### src/rtl/ram_banked_pkg.sv
// Shared definitions for the banked RAM: default geometry and sequencer state encoding.
// Read style of the RAM is selected by the RAM_BANKED_SYNC_READ_EN macro.
package ram_pkg;
  localparam int DEF_WIDTH     = 16;
  localparam int DEF_ADDR_BITS = 6;
  localparam int DEF_BANK_BITS = 3;

  function automatic int pow2(input int bits);
    return 1 << bits;
  endfunction

  localparam int DEPTH      = pow2(DEF_ADDR_BITS);
  localparam int NBANKS     = pow2(DEF_BANK_BITS);
  localparam int BANK_DEPTH = pow2(DEF_ADDR_BITS - DEF_BANK_BITS);

  typedef enum logic {
    IDLE  = 1'b0,
    CLEAR = 1'b1
  } state_t;
endpackage

### src/rtl/ram_bank.sv
// One storage bank. Combinational read by default; with RAM_BANKED_SYNC_READ_EN
// the read is registered with write-first bypass so it maps onto block RAM.
module ram_bank #(
  parameter int WIDTH    = 16,
  parameter int OFF_BITS = 3
) (
  input  logic                clk,
  input  logic [WIDTH-1:0]    in,
  input  logic [OFF_BITS-1:0] address,
  input  logic                load,
  output logic [WIDTH-1:0]    out
);
  logic [WIDTH-1:0] mem [2**OFF_BITS];

  always_ff @(posedge clk) begin
    if (load) mem[address] <= in;
  end

`ifdef RAM_BANKED_SYNC_READ_EN
  always_ff @(posedge clk) begin
    out <= load ? in : mem[address];
  end
`else
  assign out = mem[address];
`endif
endmodule

### src/rtl/ram_banked.sv
// Parametrised banked RAM with a zero-fill sequencer (busy while clearing).
// RAM_BANKED_SYNC_READ_EN selects a registered 1-cycle read; default is combinational.
module ram_banked
  import ram_pkg::*;
#(
  parameter int WIDTH          = DEF_WIDTH,
  parameter int ADDR_BITS      = DEF_ADDR_BITS,
  parameter int BANK_BITS      = DEF_BANK_BITS,
  parameter int CLEAR_ON_RESET = 1
) (
  input  logic                 clk,
  input  logic                 reset,
  input  logic [WIDTH-1:0]     in,
  input  logic [ADDR_BITS-1:0] address,
  input  logic                 load,
  input  logic                 clear,
  output logic [WIDTH-1:0]     out,
  output logic                 busy
);
  localparam int OFF_BITS = ADDR_BITS - BANK_BITS;
  localparam int N_BANKS  = pow2(BANK_BITS);
  localparam logic [ADDR_BITS-1:0] LAST = '1;

  state_t               state, state_n;
  logic [ADDR_BITS-1:0] clr_addr, clr_addr_n;

  logic [ADDR_BITS-1:0] wr_addr;
  logic [WIDTH-1:0]     wr_data;
  logic                 wr_en;
  logic [BANK_BITS-1:0] bank_sel;
  logic [OFF_BITS-1:0]  bank_off;
  logic [N_BANKS-1:0][WIDTH-1:0] bank_out;

  always_ff @(posedge clk) begin
    if (reset) begin
      state    <= (CLEAR_ON_RESET != 0) ? CLEAR : IDLE;
      clr_addr <= '0;
    end else begin
      state    <= state_n;
      clr_addr <= clr_addr_n;
    end
  end

  always_comb begin
    state_n    = state;
    clr_addr_n = clr_addr;
    case (state)
      IDLE: begin
        if (clear) begin
          state_n    = CLEAR;
          clr_addr_n = '0;
        end
      end
      CLEAR: begin
        if (clr_addr == LAST) begin
          state_n    = IDLE;
          clr_addr_n = '0;
        end else begin
          clr_addr_n = clr_addr + 1'b1;
        end
      end
      default: state_n = IDLE;
    endcase
  end

  // Sequencer owns the write port while clearing; nothing is written on a reset edge.
  always_comb begin
    busy    = (state == CLEAR);
    wr_addr = busy ? clr_addr : address;
    wr_data = busy ? '0 : in;
    wr_en   = !reset && (busy || load);
  end

  assign bank_sel = wr_addr[ADDR_BITS-1 -: BANK_BITS];
  assign bank_off = wr_addr[OFF_BITS-1:0];

  for (genvar b = 0; b < N_BANKS; b++) begin : g_bank
    ram_bank #(
      .WIDTH    (WIDTH),
      .OFF_BITS (OFF_BITS)
    ) u_bank (
      .clk     (clk),
      .in      (wr_data),
      .address (bank_off),
      .load    (wr_en && (bank_sel == BANK_BITS'(b))),
      .out     (bank_out[b])
    );
  end

`ifdef RAM_BANKED_SYNC_READ_EN
  // rd_ok marks a read captured in IDLE that will not be overtaken by a clear.
  logic                 rd_ok;
  logic [BANK_BITS-1:0] rd_bank;

  always_ff @(posedge clk) begin
    if (reset) begin
      rd_ok   <= 1'b0;
      rd_bank <= '0;
    end else begin
      rd_ok   <= (state == IDLE) && !clear;
      rd_bank <= bank_sel;
    end
  end

  assign out = rd_ok ? bank_out[rd_bank] : '0;
`else
  assign out = busy ? '0 : bank_out[bank_sel];
`endif
endmodule

### config.mk
export PLATFORM = sky130hd
export DESIGN_NAME = ram_banked
export DESIGN_NICKNAME = d
export VERILOG_FILES = /design/src/rtl/ram_banked_pkg.sv /design/src/rtl/ram_bank.sv /design/src/rtl/ram_banked.sv
export SDC_FILE = /design/constraint.sdc
export NUM_CORES = 1
export LEC_CHECK = 0
export ABC_AREA = 1
export ABC_CLOCK_PERIOD_IN_PS = 6800
export CAP_MARGIN = 20
export CORE_ASPECT_RATIO = 2
export CORE_MARGIN = 8
export CORE_UTILIZATION = 28
export DETAILED_ROUTE_END_ITERATION = 16
export DONT_BUFFER_PORTS = 1
export PLACE_DENSITY = 0.51
export RECOVER_POWER = 25
export SETUP_SLACK_MARGIN = 0.15
export SYNTH_ARGS = -nofsm -noshare
export SYNTH_HDL_FRONTEND = slang
export SYNTH_SLANG_ARGS = --single-unit
### constraint.sdc
create_clock -name clk -period 6.8 [get_ports clk]
set_clock_uncertainty 0.1 [all_clocks]
set_input_delay 1.02 -clock clk [delete_from_list [all_inputs] [get_ports clk]]
set_output_delay 1.02 -clock clk [all_outputs]
set_load 0.03 [all_outputs]
# == Word level (Yosys, flattened, before mapping) ==
# Memories as Yosys holds them, arrays and structs flattened.
# Index checks and enable logic that the tools add are counted.
# word_totals
ff_bits,7
latchBits,0
ramBits,1024
romBits,0
output_inout_bits,17
elab_cells,61
n_memories,8
# classes
addsub,1
mul,0
div_mod_pow,0
order_cmp,1
eq_ne,9
n_shift,0
n_mux,27
bitwise_logic,1
reduce_logical,12
# memory_table
memory,words,word_bits,read_ports,rd_clocked_by_memory_dff,wr,line,source
g_bank[0].u_bank.mem,8,16,1,0,1,ram_bank.sv:13,logic [WIDTH-1:0] mem [2**OFF_BITS];
g_bank[1].u_bank.mem,8,16,1,0,1,ram_bank.sv:13,
g_bank[2].u_bank.mem,8,16,1,0,1,ram_bank.sv:13,
g_bank[3].u_bank.mem,8,16,1,0,1,ram_bank.sv:13,
g_bank[4].u_bank.mem,8,16,1,0,1,ram_bank.sv:13,
g_bank[5].u_bank.mem,8,16,1,0,1,ram_bank.sv:13,
2 more memories,--,--,--,--,--,--,
# op_table
operator,count
$bmux 16 s3,1
$mux 16,3
$mux 1,18
$mux 6,3
$eq 3x3->1 const B,4
$pmux 6 s2,1
$logic_and 1x1->1,9
$add 6x1->6 const B,1
$eq 3x2->1 const B,2
$eq 6x6->1 const B,1
$lt 3x4->1 const B,1
$eq 3x1->1 const B,1
$logic_not 3->1,1
$ne 2x2->1 const B,1
$pmux 1 s2,1
$logic_not 1->1,1
$logic_or 1x1->1,1
$not 1->1,1

# == Longest topological paths before layout ==
# Gate-level depths: netlist (run 1).
# depth
depth_word,5
depth_mapped,16
depth_no_buf,14

# == Modules after synthesis ==
# Synthesis (run 1) repeated with hierarchy kept, for this count alone.
# unflattened
hier_cells,4843
hier_area_um2,46100.5
# by_module_without_submodules
mod,n_inst,cells_per_inst,area_each_um2,seq_area_each_um2
ram_bank,8,532,5441.5,3843.7
ram_banked,1,587,2568.7,140.1

# == Worst setup path after synthesis (run 1) ==
# No wires, ideal clock.
# synth_timing
path_kind,input to output
startpoint,input address[0]
endpoint,output out[10]
t_arrival_ns,2.555
required_ns,5.680
path_slack_ns,3.125
cell_stages,15
path_cell_list,nand2_1 -> nand2_1 -> buf_4 -> buf_4 -> buf_2 -> nand2_1 -> nand3_1 -> nand2_1 -> nor2_1 -> nor2_1 -> nor2_1 -> nand2_1 -> nand2_1 -> nand2_1 -> nor2_1
# synth_between
elab_chain_cells,5
elab_cells_between_ends,12
classes_between,mux: 4; memory: 8
# synth_lines
item,line,source
from (decl),ram_banked.sv:14,"input logic [ADDR_BITS-1:0] address,"
$mux 6 (*),ram_banked.sv:69,wr_addr = busy ? clr_addr : address;
$mem_v2 8x16,--,
$bmux 16 s3 (*),ram_banked.sv:107,assign out = busy ? '0 : bank_out[bank_sel];
$mux 16 (not written as such) (*),ram_banked.sv:107,
$mux 16 (*),ram_banked.sv:107,
to (decl),ram_banked.sv:17,"output logic [WIDTH-1:0] out,"
# Mark *: on every way between the ends. The rest lies on a longest branch, timed or not. The select of a mux whose other input is x is not followed.

# == Worst setup path in the final report (run 1) ==
# layout_timing
startpoint,register state (netlist: busy)
endpoint,output out[3]
# layout_between
elab_chain_cells,5
elab_cells_between_ends,12
classes_between,mux: 4; memory: 8
# layout_lines
item,line,source
from (decl),ram_banked.sv:24,"state_t state, state_n;"
from (signal assigned),ram_banked.sv:36,state <= (CLEAR_ON_RESET != 0) ? CLEAR : IDLE;
from (signal assigned),ram_banked.sv:39,state <= state_n;
$mux 6,ram_banked.sv:69,
$mem_v2 8x16,--,
$bmux 16 s3,ram_banked.sv:107,
$mux 16 (not written as such),ram_banked.sv:107,
$mux 16 (*),ram_banked.sv:107,
# Marked as above.

==> results of run 1 <==
-- per-layer routing --
layer | wire length, um | share of wire, % | track usage [%] | vias up
met4 | 7578 | 5.9 | 8.085 | 2
met2 | 69570 | 54 | 28.25 | 680
met1 | 45310 | 35 | 15.36 | 13769
met5 | 13 | 0.010 | 0 | -
li1 | - | - | - | 13760
met3 | 5533 | 4.3 | 1.872 | 241
-- worst max-delay path by stage --
stage               startpoint  endpoint  slack, ns
floorplan           address[0]   out[10]       3.12
global placement    address[1]   out[15]       1.49
detailed placement  address[1]   out[15]       1.52
CTS                       busy    out[5]       0.91
global route              busy   out[15]       0.84
finish                    busy    out[3]       1.11
-- cell type report --
type,instances,area [um2],share of cell area [%]
Clock inverter,61,558.0,1.132
Sequential cell,1031,30890,62.66
Clock buffer,94,2161,4.383
Inverter,420,1577,3.198
Timing Repair Buffer,114,977.2,1.982
Multi-Input combinational cell,2626,10540,21.39
Tap cell,2070,2590,5.254
Antenna cell,1,2.502,0.005076
-- power by group through the flow --
stage               registers, mW  logic (mW)  clock network (mW)
floorplan                    7.04       0.587                   0
global placement             7.04       0.966                   0
detailed placement           7.04       0.965                   0
CTS                          6.90       0.969                5.06
global route                 6.90        1.04                5.26
finish                       6.90       0.943                4.96
-- metrics by stage --
step	instance area, um2	power (mW)
floorplan	43830	7.626
detailed placement	46680	8.006
CTS	49400	12.92
global placement	46680	8.006
finish	49300	12.80
global route	49300	13.20
-- cells in the mapped netlist (all sizes together) --
cell type | number | area share [%]
inv | 420 | 3.6
buf | 114 | 1.4
nor2 | 301 | 2.6
nand3 | 260 | 3.0
clkbuf | 84 | 0.72
a21oi | 3 | 0.034
dfxtp | 7 | 0.32
edfxtp | 1024 | 70
a22oi | 1 | 0.017
a221oi | 2 | 0.040
o21ai | 134 | 1.5
ha | 1 | 0.029
nand2 | 1924 | 17
-- flip-flops by register name, summed over array words and instances (netlist names) --
signal	flops
clr_addr	6
busy	1
g_bank.u_bank.mem	1024
-- kinds of logic after synthesis --
kind of cell    Yosys count  share of synthesized area, %
compound gates          140                         1.621
fa+ha+maj                 1                       0.02854
buf+inv                 618                         5.749
flops                  1031                         70.47
simple gates           2485                         22.13
==> metrics, run 1 <==
root buffer cell clkbuf_16; Core Rows 205; CP Launch Type register; register share of total power 53.9%; CTS Buffer Depth 3; WL/cell 19.95 um; VDD IR max 0.2444 mV; Vias 28452; slowest CP cell nor2_1; initial antenna violation count 5; Die Wd 295.8 um; Yosys cell types 21; Switching Power 3.083 mW; GP Congestion 0.8820; Synth Instances 4275; FMAX 175.7 MHz; Hold Path Class primary input to register; Worst Tran Pin Value 4.127 ns; number of global-route vias before repair 27898; failing checks max-capacitance violations, max-slew violations; # nets final 4305; Final Setup Violations 0; Final period util 83.71%; Clock Pin Slew Worst Setup and Hold Paths 0.07 ns; setup bufs post-CTS 0; P_leak 19.93 nW; cell depth of the worst hold path 1; #FFs+latches synth 1031; Sw Ratio 24.08%; Clk pwr share 38.7%; via/cell ratio 4.434; data arrival time of the worst path 4.57 ns; Die Y 575.5 um; Setup crit end kind output port; clock insertion delay at the later pin of the skew report 0.68 ns; Int Pwr 9.719 mW; Synth Cell Area 43830 um2; final worst path period need 5.693 ns; Worst slew margin -175.1%; GRT Resource Usage Total 14.79%; Top Family by Delay on Critical Path simple AND/OR/NAND/NOR gates; combinational fraction of design power 7.4%; RSZ-0062 raised after global routing false; die area 170200 um2; max cap viols 12; synth warn 0; FILL cells 15910; Final WS setup 1.107 ns; Final Slew Violations 681; Fin Hold WS 0.2985 ns; Placeable Area 155700 um2; placed wire-length estimate 79420 um; number of gates resized after CTS 0; first-pass GRT wire length 186900 um; Initial Utilization 28.15%; kind of critical path register to output port; Worst Hold Path EP clr_addr[1]; Avg Inst Size Synth 10.25 um2; CP max FO 127; H-tree depth 3; R2R depth 3; share of cells above drive strength 1 5.983%; reg-to-reg slack, setup 2.08 ns; Final Hold Vio Count 0; Post-CTS Hold Fix Bufs 0; Worst Path Buf+Inv 2; final WL 128000 um; Util after Layout 31.66%; area grow syn2layout 12.47%; Final Non-Filler Cells 6417; Crit path depth 14; largest net degree at the start of global routing 128; post-route ant nets 0; HP Start reset; commonest cells after routing, fill and taps aside nand2_1, edfxtp_1, inv_1; reg2reg start busy; syn_nets 4302; I/O pin cnt 43; number of I/O port buffers 0; CTS buffer count 85; TritonRoute pass-1 iters 6; Iter 0 DRT Violations 2097; most common cell after layout, fill and taps aside nand2_1; sequential share of the synthesized area 70.47%; DRC 0; Inst Count DP 6259; Pwr Density 259.7 nW/um2; pre-CTS WS 1.519 ns; CTS sink count 1031; Cell Chain, Critical Path buf_4, nand2_1, nand2_4, buf_12, o21ai_0, nand2_1, nand2_1, nand2_1, nand2_1, nand2_1, nand2_1, nor2_1, nor2_1, nor2_1; CTS tree done; Worst Path Required 5.68 ns; most frequent CP cell nand2_1; TNS Setup 0 ns; Worst path max stage delay 0.64 ns; status complete, but fails checks; GR Overflow Total 0; worst reg2reg path endpoint g_bank[4].u_bank.mem[5][12]
Note: power is estimated with default switching activity, not from simulation.
==> run 2, diff against run 1 <==
Settings changed: ABC_CLOCK_PERIOD_IN_PS 6800 to 5300.
Clock period 6.8 ns to 5.3 ns, I/O delays scaled along.
==> run 2 against run 1 <==
  * The run still ends with max-capacitance violations, max-slew violations left
  * Via count is 2.4% higher
  * Sequential cell count stayed put
  * Count of clock-buffer cells in the layout is 14 higher
  * Cell area is 1.1% higher
  * First-iteration DRC count is 1.9% lower
  * Sequential power is 28% higher
  * Routed wire length is 5.0% higher
  * Non-clock buffer count is 51 higher
  * Power is 31% higher
  * Core utilization is 0.36 points higher
==> metrics, run 2 (same netlist as run 1, synthesis figures left out) <==
CTS tree done; # nets final 4356 (+1.2%); via/cell ratio 4.501 (+1.5%); initial antenna violation count 3 (-2); Placeable Area 155700 um2 (unchanged); failing checks max-capacitance violations, max-slew violations; post-route ant nets 0 (unchanged); Switching Power 4.020 mW (+30%); Die Y 575.5 um (unchanged); Util after Layout 32.02% (+0.36 points); Inst Count DP 6312 (+0.85%); CP max FO 70 (-45%); Clock Pin Slew Worst Setup and Hold Paths 0.07 ns (about the same); Vias 29133 (+2.4%); max cap viols 17 (+5); Cell Chain, Critical Path inv_4, nand2_1, nand2_8, buf_12, nand2_1, nand3_1, nand2_1, nor2_1, nor2_1, nor2_1, nand2_1, nand2_1, nand2_1, nor2_1, buf_4; WL/cell 20.77 um (+4.1%); Worst Tran Pin Value 3.912 ns (-0.2155 ns); commonest cells after routing, fill and taps aside nand2_1, edfxtp_1, inv_1; largest net degree at the start of global routing 75 (-41%); Pwr Density 335.8 nW/um2 (+29%); number of I/O port buffers 0 (unchanged); Clk pwr share 39.1% (+0.4 points); Largest register FFs 1024 (unchanged); root buffer cell clkbuf_16; GR Overflow Total 0 (unchanged); Initial Utilization 28.15% (unchanged); VDD IR max 0.3989 mV (+63%); DRC 0 (unchanged); P_leak 20.30 nW (+1.9%); top layer in use met5; status complete, but fails checks; I/O pin cnt 43 (unchanged); Worst path max stage delay 0.52 ns (-0.12 ns); number of global-route vias before repair 28769 (+3.1%); Final Hold Vio Count 0 (unchanged); FMAX 202.7 MHz; CP Launch Type register; met2 WL 71790 um (+3.2%); share of cells above drive strength 1 6.980% (+1.0 points); most common cell after layout, fill and taps aside nand2_1; Top Family by Delay on Critical Path simple AND/OR/NAND/NOR gates; register share of total power 52.9% (-1.0 points); RSZ-0062 raised after global routing false; die area 170200 um2 (unchanged); Worst Path Buf+Inv 3 (+1); CTS buffer count 85 (unchanged); Core Rows 205 (unchanged); metal3 WL 4772 um (-14%); Hold Path Class primary input to register; Fin Hold WS 0.1020 ns (-0.1966 ns); area grow syn2layout 13.75%; H-tree depth 3 (unchanged); wire length on met1 49260 um (+8.7%); Worst slew margin -160.8% (+14 points); Crit path depth 15 (+1); Top reg by flops g_bank.u_bank.mem; TritonRoute pass-1 iters 6 (unchanged); slowest CP cell nand2_8; placed wire-length estimate 86190 um (+8.5%); GP Congestion 0.8693 (-1.4%); final WL 134400 um (+5.0%); cell depth of the worst hold path 1 (unchanged); kind of critical path register to output port; clock insertion delay at the later pin of the skew report 0.66 ns (-0.02 ns); HP Start reset; Sw Ratio 24.01% (-0.070 points); Worst Path Required 4.41 ns (-1.27 ns); first-pass GRT wire length 194900 um (+4.3%); CTS Buffer Depth 3 (unchanged); Final period util 93.08%; Die Wd 295.8 um (unchanged); most frequent CP cell nand2_1; Int Pwr 12.72 mW (+31%); CTS sink count 1031 (unchanged); GRT Resource Usage Total 15.53% (+0.74 points); TNS Setup 0 ns (unchanged); combinational fraction of design power 8.0% (+0.6 points); Final Non-Filler Cells 6472 (+0.86%); Critical Path Start busy; Final Setup Violations 0 (unchanged); Setup crit end kind output port; Total Power Consumption 16.74 mW (+31%); reg2reg start busy; Iter 0 DRT Violations 2058 (-1.9%); Final Slew Violations 573 (-16%); R2R depth 3 (unchanged); data arrival time of the worst path 4.04 ns (-0.53 ns); final worst path period need 4.933 ns
[run 2: final timing paths]
check                                     end  slack, ns
setup / recovery                       out[5]       0.37
hold / removal                    clr_addr[0]       0.10
setup reg to reg  g_bank[6].u_bank.mem[4][12]       0.78
hold reg to reg                   clr_addr[5]       0.42
[run 2: routing by layer]
metal  vias to the layer above  track usage [%]
li1                      13858                -
met2                       679            29.09
met4                         2            9.051
met3                       244            1.572
met5                         -                0
met1                     14350            16.63
[run 2: through the flow]
stage	worst slack [ns]	area, um2
after floorplan	2.075	43830
after global placement	0.7012	47100
after detailed placement	0.6852	47130
after CTS	0.1881	49980
after global routing	0.1479	49850
final	0.3666	49860
[run 2: layout make-up]
| cell class | instances | area, um2 |
|---|---|---|
| Multi-Input combinational cell | 2626 | 10500 |
| Clock buffer | 108 | 2328 |
| Sequential cell | 1031 | 30890 |
| Inverter | 420 | 1579 |
| Fill cell | 15951 | 105800 |
| Clock inverter | 48 | 510.5 |
| Tap cell | 2070 | 2590 |
| Timing Repair Buffer | 165 | 1449 |
| Antenna cell | 4 | 10.01 |
[run 2: power by group through the flow]
stage | clock network, mW | logic, mW | registers (mW)
5_1_grt | 6.94 | 1.46 | 8.85
4_1_cts | 6.67 | 1.37 | 8.85
2_1_floorplan | 0 | 0.753 | 9.03
6_report | 6.55 | 1.34 | 8.85
3_3_place_gp | 0 | 1.37 | 9.03
3_5_place_dp | 0 | 1.37 | 9.03
[run 2: repair_timing]
item | CTS | global route
gates resized for setup | 2 | 3
buffers inserted | 0 | 0
cloned | 0 | 0
endpoints found under the setup margin | 15 | 16
hold buffers | 0 | 0
==> run 3, diff against run 2 <==
Settings changed: ABC_AREA 1 to unset.
==> run 3 against run 2 <==
  * The flow still finishes with violations (max-capacitance violations, max-slew violations)
  * Cell count down 31%
  * Synthesized cell count decreased by 43%
  * Clock power grew 4.3%
  * Critical path depth decreased by 6
  * Sequential share of layout area increased by 6.2 points
  * Hold slack got worse by 0.0064 ns
  * Register-to-register slack better by 0.34 ns
==> metrics, run 3 <==
largest net degree at the start of global routing 78 (+4.0%); CTS buffer count 98 (+15%); clock insertion delay at the later pin of the skew report 0.66 ns (about the same); pre-CTS WS 0.2135 ns (-0.4717 ns); TNS Setup 0 ns (unchanged); Final Setup Violations 0 (unchanged); CTS tree done; Post-CTS Hold Fix Bufs 0 (unchanged); Design Area, Final 45350 um2 (-9.0%); Yosys top cell by area edfxtp_1; H-tree depth 3 (unchanged); CP max FO 29 (-59%); combinational fraction of design power 4.7% (-3.3 points); post-route ant nets 0 (unchanged); TritonRoute pass-1 iters 7 (+1); #FFs+latches synth 1031 (unchanged); final worst path period need 4.980 ns (+0.04627 ns); DRC 0 (unchanged); WL/cell 23.74 um (+14%); Synth Instances 2430 (-43%); # nets final 2627 (-40%); Worst Tran Pin Value 3.468 ns (-0.4437 ns); Top reg by flops g_bank.u_bank.mem; Clk pwr share 41.5% (+2.4 points); number of I/O port buffers 0 (unchanged); Initial Utilization 28.08% (-0.071 points); Vias 22240 (-24%); die area 150900 um2 (-11%); register share of total power 53.8% (+0.9 points); failing checks max-capacitance violations, max-slew violations; I/O pin cnt 43 (unchanged); Sw Ratio 21.47% (-2.5 points); Inst Count DP 4248 (-33%); Synth Cell Area 38650 um2 (-12%); Worst slew margin -131.2% (+30 points); Clock Pin Slew Worst Setup and Hold Paths 0.06 ns (about the same); Final WS setup 0.3203 ns (-0.04627 ns); Util after Layout 32.95% (+0.93 points); Avg Inst Size Synth 15.91 um2 (+55%); RSZ-0062 raised after global routing false; GP Congestion 0.8304 (-4.5%); Post-synth top flop edfxtp_1; Die Wd 278.7 um (-5.8%); initial antenna violation count 3 (unchanged); first-pass GRT wire length 153000 um (-22%); Final Non-Filler Cells 4439 (-31%); placed wire-length estimate 62080 um (-28%); Placeable Area 137600 um2 (-12%); status complete, but fails checks; Worst Path Required 4.41 ns (about the same); number of global-route vias before repair 22266 (-23%); max cap viols 13 (-4); most common cell after layout, fill and taps aside edfxtp_1; EDFF count, synth 1024 (unchanged); FMAX 200.8 MHz (-0.93%); GRT Resource Usage Total 13.49% (-2.0 points); Async SR Flop Fraction 0% (unchanged); Final Hold Vio Count 0 (unchanged); sequential share of the synthesized area 79.92% (+9.4 points); Core Rows 193 (-5.9%); Setup crit end kind output port; area share of the largest cell type after synthesis 79.55% (+9.4 points); count leader, synth edfxtp_1; synth warn 0 (unchanged); kind of critical path register to output port; GR Overflow Total 0 (unchanged); Synth area leaders edfxtp_1, o22ai_1, nand2_1; Switching Power 3.537 mW (-12%); Largest register FFs 1024 (unchanged); CP Launch Type register; commonest cells after routing, fill and taps aside edfxtp_1, nand2_1, o22ai_1; VDD IR max 0.2593 mV (-35%); final WL 105400 um (-22%); Yosys cell types 44 (+110%); Placed Area 42290 um2 (-10%); data arrival time of the worst path 4.08 ns (+0.04 ns); Iter 0 DRT Violations 1791 (-13%); CTS sink count 1031 (unchanged); Pwr Density 363.1 nW/um2 (+8.2%); Hold Path Class primary input to register; via/cell ratio 5.010 (+11%); Final Slew Violations 845 (+47%); share of cells above drive strength 1 14.50% (+7.5 points); Fin Hold WS 0.09557 ns (-0.006385 ns); root buffer cell clkbuf_16; Total Power Consumption 16.47 mW (-1.6%); CTS Buffer Depth 3 (unchanged); area grow syn2layout 17.34%; P_leak 14.47 nW (-29%); Int Pwr 12.93 mW (+1.7%); Die Y 541.4 um (-5.9%); Final period util 93.96% (+0.87 points); syn_nets 2457 (-43%); synth cell count leaders edfxtp_1, nand2_1, o22ai_1
==> run 3: cell count changes in the layout (fill, tap and decap cells not counted), moves of 55 or more <==
cell     previous run  this run
a32oi_1             0        66
buf_4             143       198
mux2i_1             0        64
nand2_1          1915       396
nand3_1           260       132
a31oi_1             0        66
o21ai_0           133         3
nor2_1            293        78
inv_1             415         4
o22ai_1             0       272
o41ai_1             0        60
==> run 3: cells by family (layout without fill, tap and decap cells) <==
family	Yosys count	count (layout)	synth area share [%]
AOI/OAI and AO/OA	496	496	9.074
adders and majority gates	1	1	0.03237
buffers and inverters	164	417	1.784
DFF	1031	1031	79.92
muxes	69	69	1.800
other	0	1	0
and+or+nand+nor	669	669	7.394
==> run 3: power by group through the flow <==
stage | Sequential [mW] | Combinational (mW) | Clock [mW]
floorplan | 9.03 | 0.442 | 0
global placement | 9.03 | 0.777 | 0
detailed placement | 9.03 | 0.778 | 0
CTS | 8.86 | 0.782 | 6.96
global route | 8.86 | 0.832 | 7.26
finish | 8.86 | 0.779 | 6.83
==> run 3: path summary, 6_finish.rpt <==
check	from	end	slack (ns)	cells after the start
min reg2reg	clr_addr[5]	clr_addr[5]	0.49	1
min	reset	clr_addr[0]	0.1	1
max	busy	out[15]	0.32	9
max reg2reg	busy	g_bank[0].u_bank.mem[3][5]	1.12	3
==> run 3: area by class of cell <==
class                   count  area [um2]
diodes                      1       2.502
repair buffers            230        1907
clock inverters            62       546.8
well taps                1755        2196
fillers                 13338       92290
clock buffers             121        2560
inverters                   4       15.01
multi-input cells        1235        7232
flip-flops and latches   1031       30890
==> run 3: layer usage <==
| metal | vias to the layer above | GRT usage (%) | part of all wire [%] |
|---|---|---|---|
| li1 | 10046 | - | - |
| met1 | 11376 | 17.18 | 41 |
| met2 | 651 | 22.27 | 48 |
| met3 | 165 | 2.762 | 6.2 |
| met4 | 2 | 5.652 | 4.1 |
| met5 | - | 0 | 0.019 |
==> run 3: critical path: stages (launching register included) <==
cell     delay (ns)
dfxtp_4        0.52
nor2b_1        0.23
a32oi_4        0.60
buf_12         0.29
o22ai_1        0.14
o41ai_2        0.47
buf_4          0.20
nand4_1        0.27
o22ai_1        0.42
buf_4          0.23
==> run 3: timing repair <==
action	CTS	global route
resized for setup	4	2
pin swaps	1	1
setup buffers	4	3
endpoints found under the setup margin	4	11
